`config.mk`:
```
export PLATFORM = sky130hd
export DESIGN_NAME = dot_mac_array
export DESIGN_NICKNAME = d
export VERILOG_FILES = /design/src/rtl/dot_mac_array.sv
export SDC_FILE = /design/constraint.sdc
export NUM_CORES = 2
export LEC_CHECK = 0
export BUFFER_PORTS_ARGS = -buffer_cell sky130_fd_sc_hd__buf_2
export CORE_AREA = 3 3 424 258
export DETAILED_ROUTE_END_ITERATION = 6
export DIE_AREA = 0 0 427 261
export PLACE_DENSITY = 0.8
export SYNTH_ARGS = -nofsm -noshare
export SYNTH_HDL_FRONTEND = slang
export SYNTH_SLANG_ARGS = --single-unit
```
`constraint.sdc`:
```
create_clock -name clk -period 8.4 [get_ports clk]
set_input_delay 0.84 -clock clk [delete_from_list [all_inputs] [get_ports clk]]
set_output_delay 0.84 -clock clk [all_outputs]
set_load 0.01 [all_outputs]
```
`src/rtl/dot_mac_array.sv`:
```
// rtl/dot_mac_array.sv - multi-lane pipelined dot-product MAC with optional saturation
// Beats flow through a product stage (S1) and a lane-reduction stage (S2) before the accumulate.
module dot_mac_array #(
   parameter int WIDTH     = 16,
   parameter int LANES     = 4,
   parameter int ACC_WIDTH = 48,
   parameter bit SATURATE  = 1'b1
) (
   input  logic                   clk,
   input  logic                   rst_n,
   input  logic                   clr,
   input  logic                   in_valid,
   output logic                   in_ready,
   input  logic [LANES*WIDTH-1:0] in_a,
   input  logic [LANES*WIDTH-1:0] in_b,
   input  logic                   in_signed,
   input  logic                   in_last,
   output logic                   res_valid,
   input  logic                   res_ready,
   output logic [ACC_WIDTH-1:0]   res_data,
   output logic                   res_ovf
);
   localparam int PW = 2 * WIDTH;
   localparam int EW = ACC_WIDTH + 2;

   localparam logic [ACC_WIDTH-1:0] UMAX = {ACC_WIDTH{1'b1}};
   localparam logic [ACC_WIDTH-1:0] SMAX = {1'b0, {(ACC_WIDTH-1){1'b1}}};
   localparam logic [ACC_WIDTH-1:0] SMIN = {1'b1, {(ACC_WIDTH-1){1'b0}}};

   logic                 busy;
   logic                 vec_open;
   logic                 mode;
   logic                 accept;
   logic                 beat_signed;

   logic [PW-1:0]        prod [LANES];
   logic [PW-1:0]        s1_prod [LANES];
   logic                 s1_valid;
   logic                 s1_last;
   logic                 s1_signed;
   logic [EW-1:0]        s1_sum;

   logic [EW-1:0]        s2_sum;
   logic                 s2_valid;
   logic                 s2_last;
   logic                 s2_signed;

   logic [ACC_WIDTH-1:0] acc;
   logic                 ovf;
   logic [EW-1:0]        acc_ext;
   logic [EW-1:0]        total;
   logic                 add_ovf;
   logic [ACC_WIDTH-1:0] acc_next;

   // busy covers the span from accepting a last beat until its result is taken
   assign in_ready    = ~busy & ~clr;
   assign accept      = in_valid & in_ready;
   assign beat_signed = vec_open ? mode : in_signed;

   // Operands are extended to PW bits so one PW x PW multiply serves both modes.
   always_comb begin
      for (int i = 0; i < LANES; i++) begin
         prod[i] = {{WIDTH{beat_signed & in_a[i*WIDTH+WIDTH-1]}}, in_a[i*WIDTH +: WIDTH]}
                 * {{WIDTH{beat_signed & in_b[i*WIDTH+WIDTH-1]}}, in_b[i*WIDTH +: WIDTH]};
      end
   end

   always_comb begin
      s1_sum = '0;
      for (int i = 0; i < LANES; i++) begin
         s1_sum = s1_sum + {{(EW-PW){s1_signed & s1_prod[i][PW-1]}}, s1_prod[i]};
      end
   end

   assign acc_ext = {{2{s2_signed & acc[ACC_WIDTH-1]}}, acc};
   assign total   = acc_ext + s2_sum;

   always_comb begin
      if (s2_signed) begin
         add_ovf = (total[EW-1:ACC_WIDTH-1] != 3'b000) && (total[EW-1:ACC_WIDTH-1] != 3'b111);
      end else begin
         add_ovf = (total[EW-1:ACC_WIDTH] != 2'b00);
      end
      acc_next = total[ACC_WIDTH-1:0];
      if (add_ovf && SATURATE) begin
         if (!s2_signed)       acc_next = UMAX;
         else if (total[EW-1]) acc_next = SMIN;
         else                  acc_next = SMAX;
      end
   end

   always_ff @(posedge clk or negedge rst_n) begin
      if (!rst_n) begin
         busy      <= 1'b0;
         vec_open  <= 1'b0;
         mode      <= 1'b0;
         s1_valid  <= 1'b0;
         s1_last   <= 1'b0;
         s1_signed <= 1'b0;
         for (int i = 0; i < LANES; i++) s1_prod[i] <= '0;
         s2_valid  <= 1'b0;
         s2_last   <= 1'b0;
         s2_signed <= 1'b0;
         s2_sum    <= '0;
         acc       <= '0;
         ovf       <= 1'b0;
         res_valid <= 1'b0;
         res_data  <= '0;
         res_ovf   <= 1'b0;
      end else if (clr) begin
         busy      <= 1'b0;
         vec_open  <= 1'b0;
         s1_valid  <= 1'b0;
         s2_valid  <= 1'b0;
         acc       <= '0;
         ovf       <= 1'b0;
         res_valid <= 1'b0;
      end else begin
         if (accept) begin
            vec_open  <= ~in_last;
            if (!vec_open) mode <= in_signed;
            if (in_last) busy <= 1'b1;
            s1_last   <= in_last;
            s1_signed <= beat_signed;
            for (int i = 0; i < LANES; i++) s1_prod[i] <= prod[i];
         end
         s1_valid <= accept;

         s2_valid <= s1_valid;
         if (s1_valid) begin
            s2_sum    <= s1_sum;
            s2_last   <= s1_last;
            s2_signed <= s1_signed;
         end

         // The closing beat publishes the result and leaves acc clean for the next vector.
         if (s2_valid) begin
            if (s2_last) begin
               res_data  <= acc_next;
               res_ovf   <= ovf | add_ovf;
               res_valid <= 1'b1;
               acc       <= '0;
               ovf       <= 1'b0;
            end else begin
               acc <= acc_next;
               ovf <= ovf | add_ovf;
            end
         end

         if (res_valid && res_ready) begin
            res_valid <= 1'b0;
            busy      <= 1'b0;
         end
      end
   end
endmodule
```
==> flow_summary.json <==
{
  "firstDrtPassIters": 5,
  "start_util_pct": 55.2,
  "cp_slowest_cell": "mux2_2",
  "first_global_vias": 46200,
  "ys_ff_latch": 271,
  "area_growth_pct": 4.84,
  "clk-insertion-delay-late_ns": 0.57,
  "fp.dieArea_mm2": 0.111,
  "dpl.hpwl_um": 122000,
  "numCtsBuffers": 28,
  "setup_viol": 0,
  "cts_buffer_depth": 3,
  "synth-main-ff-cell": "dfrtp_1",
  "cp_data_required_time_ns": 8.81,
  "start_kind": "register",
  "critical_path_class": "register to register",
  "final_common_cell": "inv_1",
  "yosysSeqAreaShare_pct": 11.7,
  "nFillCells": 8927,
  "drt_iter0_markers": 3883,
  "yosysWarnings": 0,
  "cts.sinks": 271,
  "cts.repair.resized": 0,
  "rows": 92,
  "io_buffers": 185,
  "crit_path_max_incr_delay_ns": 0.78,
  "fin_crit_ns": 7.83,
  "cts_setup_buffers": 0,
  "ant_nets": 0,
  "async_flop_share_pct": 100,
  "synth_edf_count": 0,
  "dieWidth_um": 427,
  "io-pin-count": 186,
  "r2r_start": "vec_open",
  "rsz0062_at_grt": "no",
  "finalCritPeriodShare_pct": 93.2,
  "worstMarginPinSlew_ns": 1.19,
  "timing.rr.end": "s1_prod[31]",
  "detail_route.wl_per_cell_um": 19.3,
  "grt_first_pass_wirelength_um": 247000,
  "synthDistinctLibCells": 78,
  "vias_per_cell": 5.63,
  "final_cell_mix": "1327 x inv_1, 1196 x fa_1, 938 x nand2_1",
  "grt_overflow": 0,
  "setup-tns-final_ns": 0,
  "relSlewSlack_pct": 20.7,
  "h-tree-depth": 1,
  "finalHoldViolCount": 0,
  "arrival_ns": 8.24,
  "critPathCaptureType": "register",
  "core_area_mm2": 0.105,
  "antenna_found_initial": 12,
  "finalNetCount": 8082,
  "drcViolationCount": 0,
  "reg2regPathDepth": 26,
  "route.vias.total": 43800,
  "r2r_slack_ns": 0.57,
  "layout-drive-gt1-share_pct": 5.49,
  "netlist_instances": 6372,
  "worst_path_most_repeated_cell": "fa_1",
  "cts_root_buffer": "clkbuf_16",
  "cp_max_fo": 19,
  "cts_tree": "yes",
  "max_cap_viol_count": 0,
  "clk_pin_slew_ns": 0.07,
  "place_congestion": 0.950,
  "syn-num-nets": 8114,
  "drv_slew": 0,
  "hold_path.class": "primary input to async pin",
  "status": "finished, final reports clean",
  "die_h_um": 261,
  "syn-cell-area_mm2": 0.0581,
  "wirelength_um": 150000,
  "fmax_ghz": 0.128,
  "grt_util_all_layers_pct": 27.8,
  "avgSynthCellArea_um2": 9.12,
  "skew_ns": 0.0194,
  "grt_max_degree": 132,
  "cts_hold_buf": 0
}
==> critical path: cells and delay by family, from the launching register on <==
family | cells | cell delay, ns
flops | 1 | 0.49
simple gates | 3 | 0.57
buf+inv | 6 | 0.76
fa+ha+maj | 7 | 3.28
compound gates | 8 | 1.59
mux | 1 | 0.78
xor+xnor | 1 | 0.17
==> logic make-up after synthesis <==
group                      synth area share, %
AOI/OAI and AO/OA                         9.10
adders and majority gates                 50.1
muxes                                    0.209
DFF                                       11.7
xor gates and xnor gates                  3.11
and+or+nand+nor                           15.4
buffers and inverters                     10.5
==> per-stage QoR <==
step	hold WS (ns)	setup slack [ns]	util, %	cell area, um^2	std cells
floorplan	0.439	1.26	-	58100	6372
global placement	0.449	0.510	56.9	59900	7720
detailed placement	0.466	0.374	56.9	59900	7720
CTS	0.437	0.711	57.9	60900	7768
global route	0.409	0.200	57.9	60900	7772
finish	0.347	0.571	57.9	60900	7775
==> final cells by class <==
type                            count  area [um^2]  share of cell area [%]
Sequential cell                   271         6780                    11.1
Timing Repair Buffer              208         1110                    1.82
Tap cell                         1410         1760                    2.90
Clock inverter                     16          228                   0.374
Multi-Input combinational cell   4503        45300                    74.3
Antenna cell                        7         17.5                  0.0288
Inverter                         1328         4980                    8.19
Clock buffer                       32          747                    1.23
==> per-layer routing <==
metal | track usage, % | wire length, um
met3 | 6.09 | 16400
met5 | 0 | 48
met4 | 5.74 | 3240
met2 | 41.8 | 65800
met1 | 41.5 | 64800
==> synthesized netlist by cell type (all sizes together) (52+ instances only) <==
| cell type | count | area share [%] |
|---|---|---|
| inv | 1327 | 8.6 |
| fa | 1196 | 41 |
| nand2 | 939 | 6.1 |
| and2 | 462 | 5.0 |
| ha | 411 | 8.9 |
| dfrtp | 271 | 12 |
| o21ai | 245 | 2.1 |
| clkbuf | 242 | 1.6 |
| nor2 | 193 | 1.2 |
| a21oi | 144 | 1.3 |
| xnor2 | 132 | 2.0 |
| a21o | 83 | 1.1 |
| xor2 | 74 | 1.1 |
| a211oi | 71 | 1.2 |
| a31oi | 53 | 0.57 |
| and3 | 52 | 0.56 |
| nand3 | 52 | 0.46 |
==> worst max-delay path by stage <==
stage               startpoint           to  slack, ns  cells after the start
floorplan            in_signed  s1_prod[93]       1.26                     23
global placement     in_signed  s1_prod[93]       0.51                     22
detailed placement   in_signed  s1_prod[31]       0.37                     27
CTS                   vec_open  s1_prod[31]       0.71                     26
global route          vec_open  s1_prod[93]       0.20                     21
finish                vec_open  s1_prod[31]       0.57                     26
==> state kept, by name (all words and copies together) (netlist names) <==
| name | count |
|---|---|
| acc | 48 |
| busy | 1 |
| ovf | 1 |
| res_data | 48 |
| res_ovf | 1 |
| res_valid | 1 |
| s1_last | 1 |
| s1_prod | 128 |
| s1_signed | 1 |
| s1_valid | 1 |
| s2_last | 1 |
| s2_signed | 1 |
| s2_sum | 36 |
| s2_valid | 1 |
| vec_open | 1 |
Power is left out: the tool's default activity adds up to more than one toggle a clock period on the data nets, which glitch-free logic cannot reach.
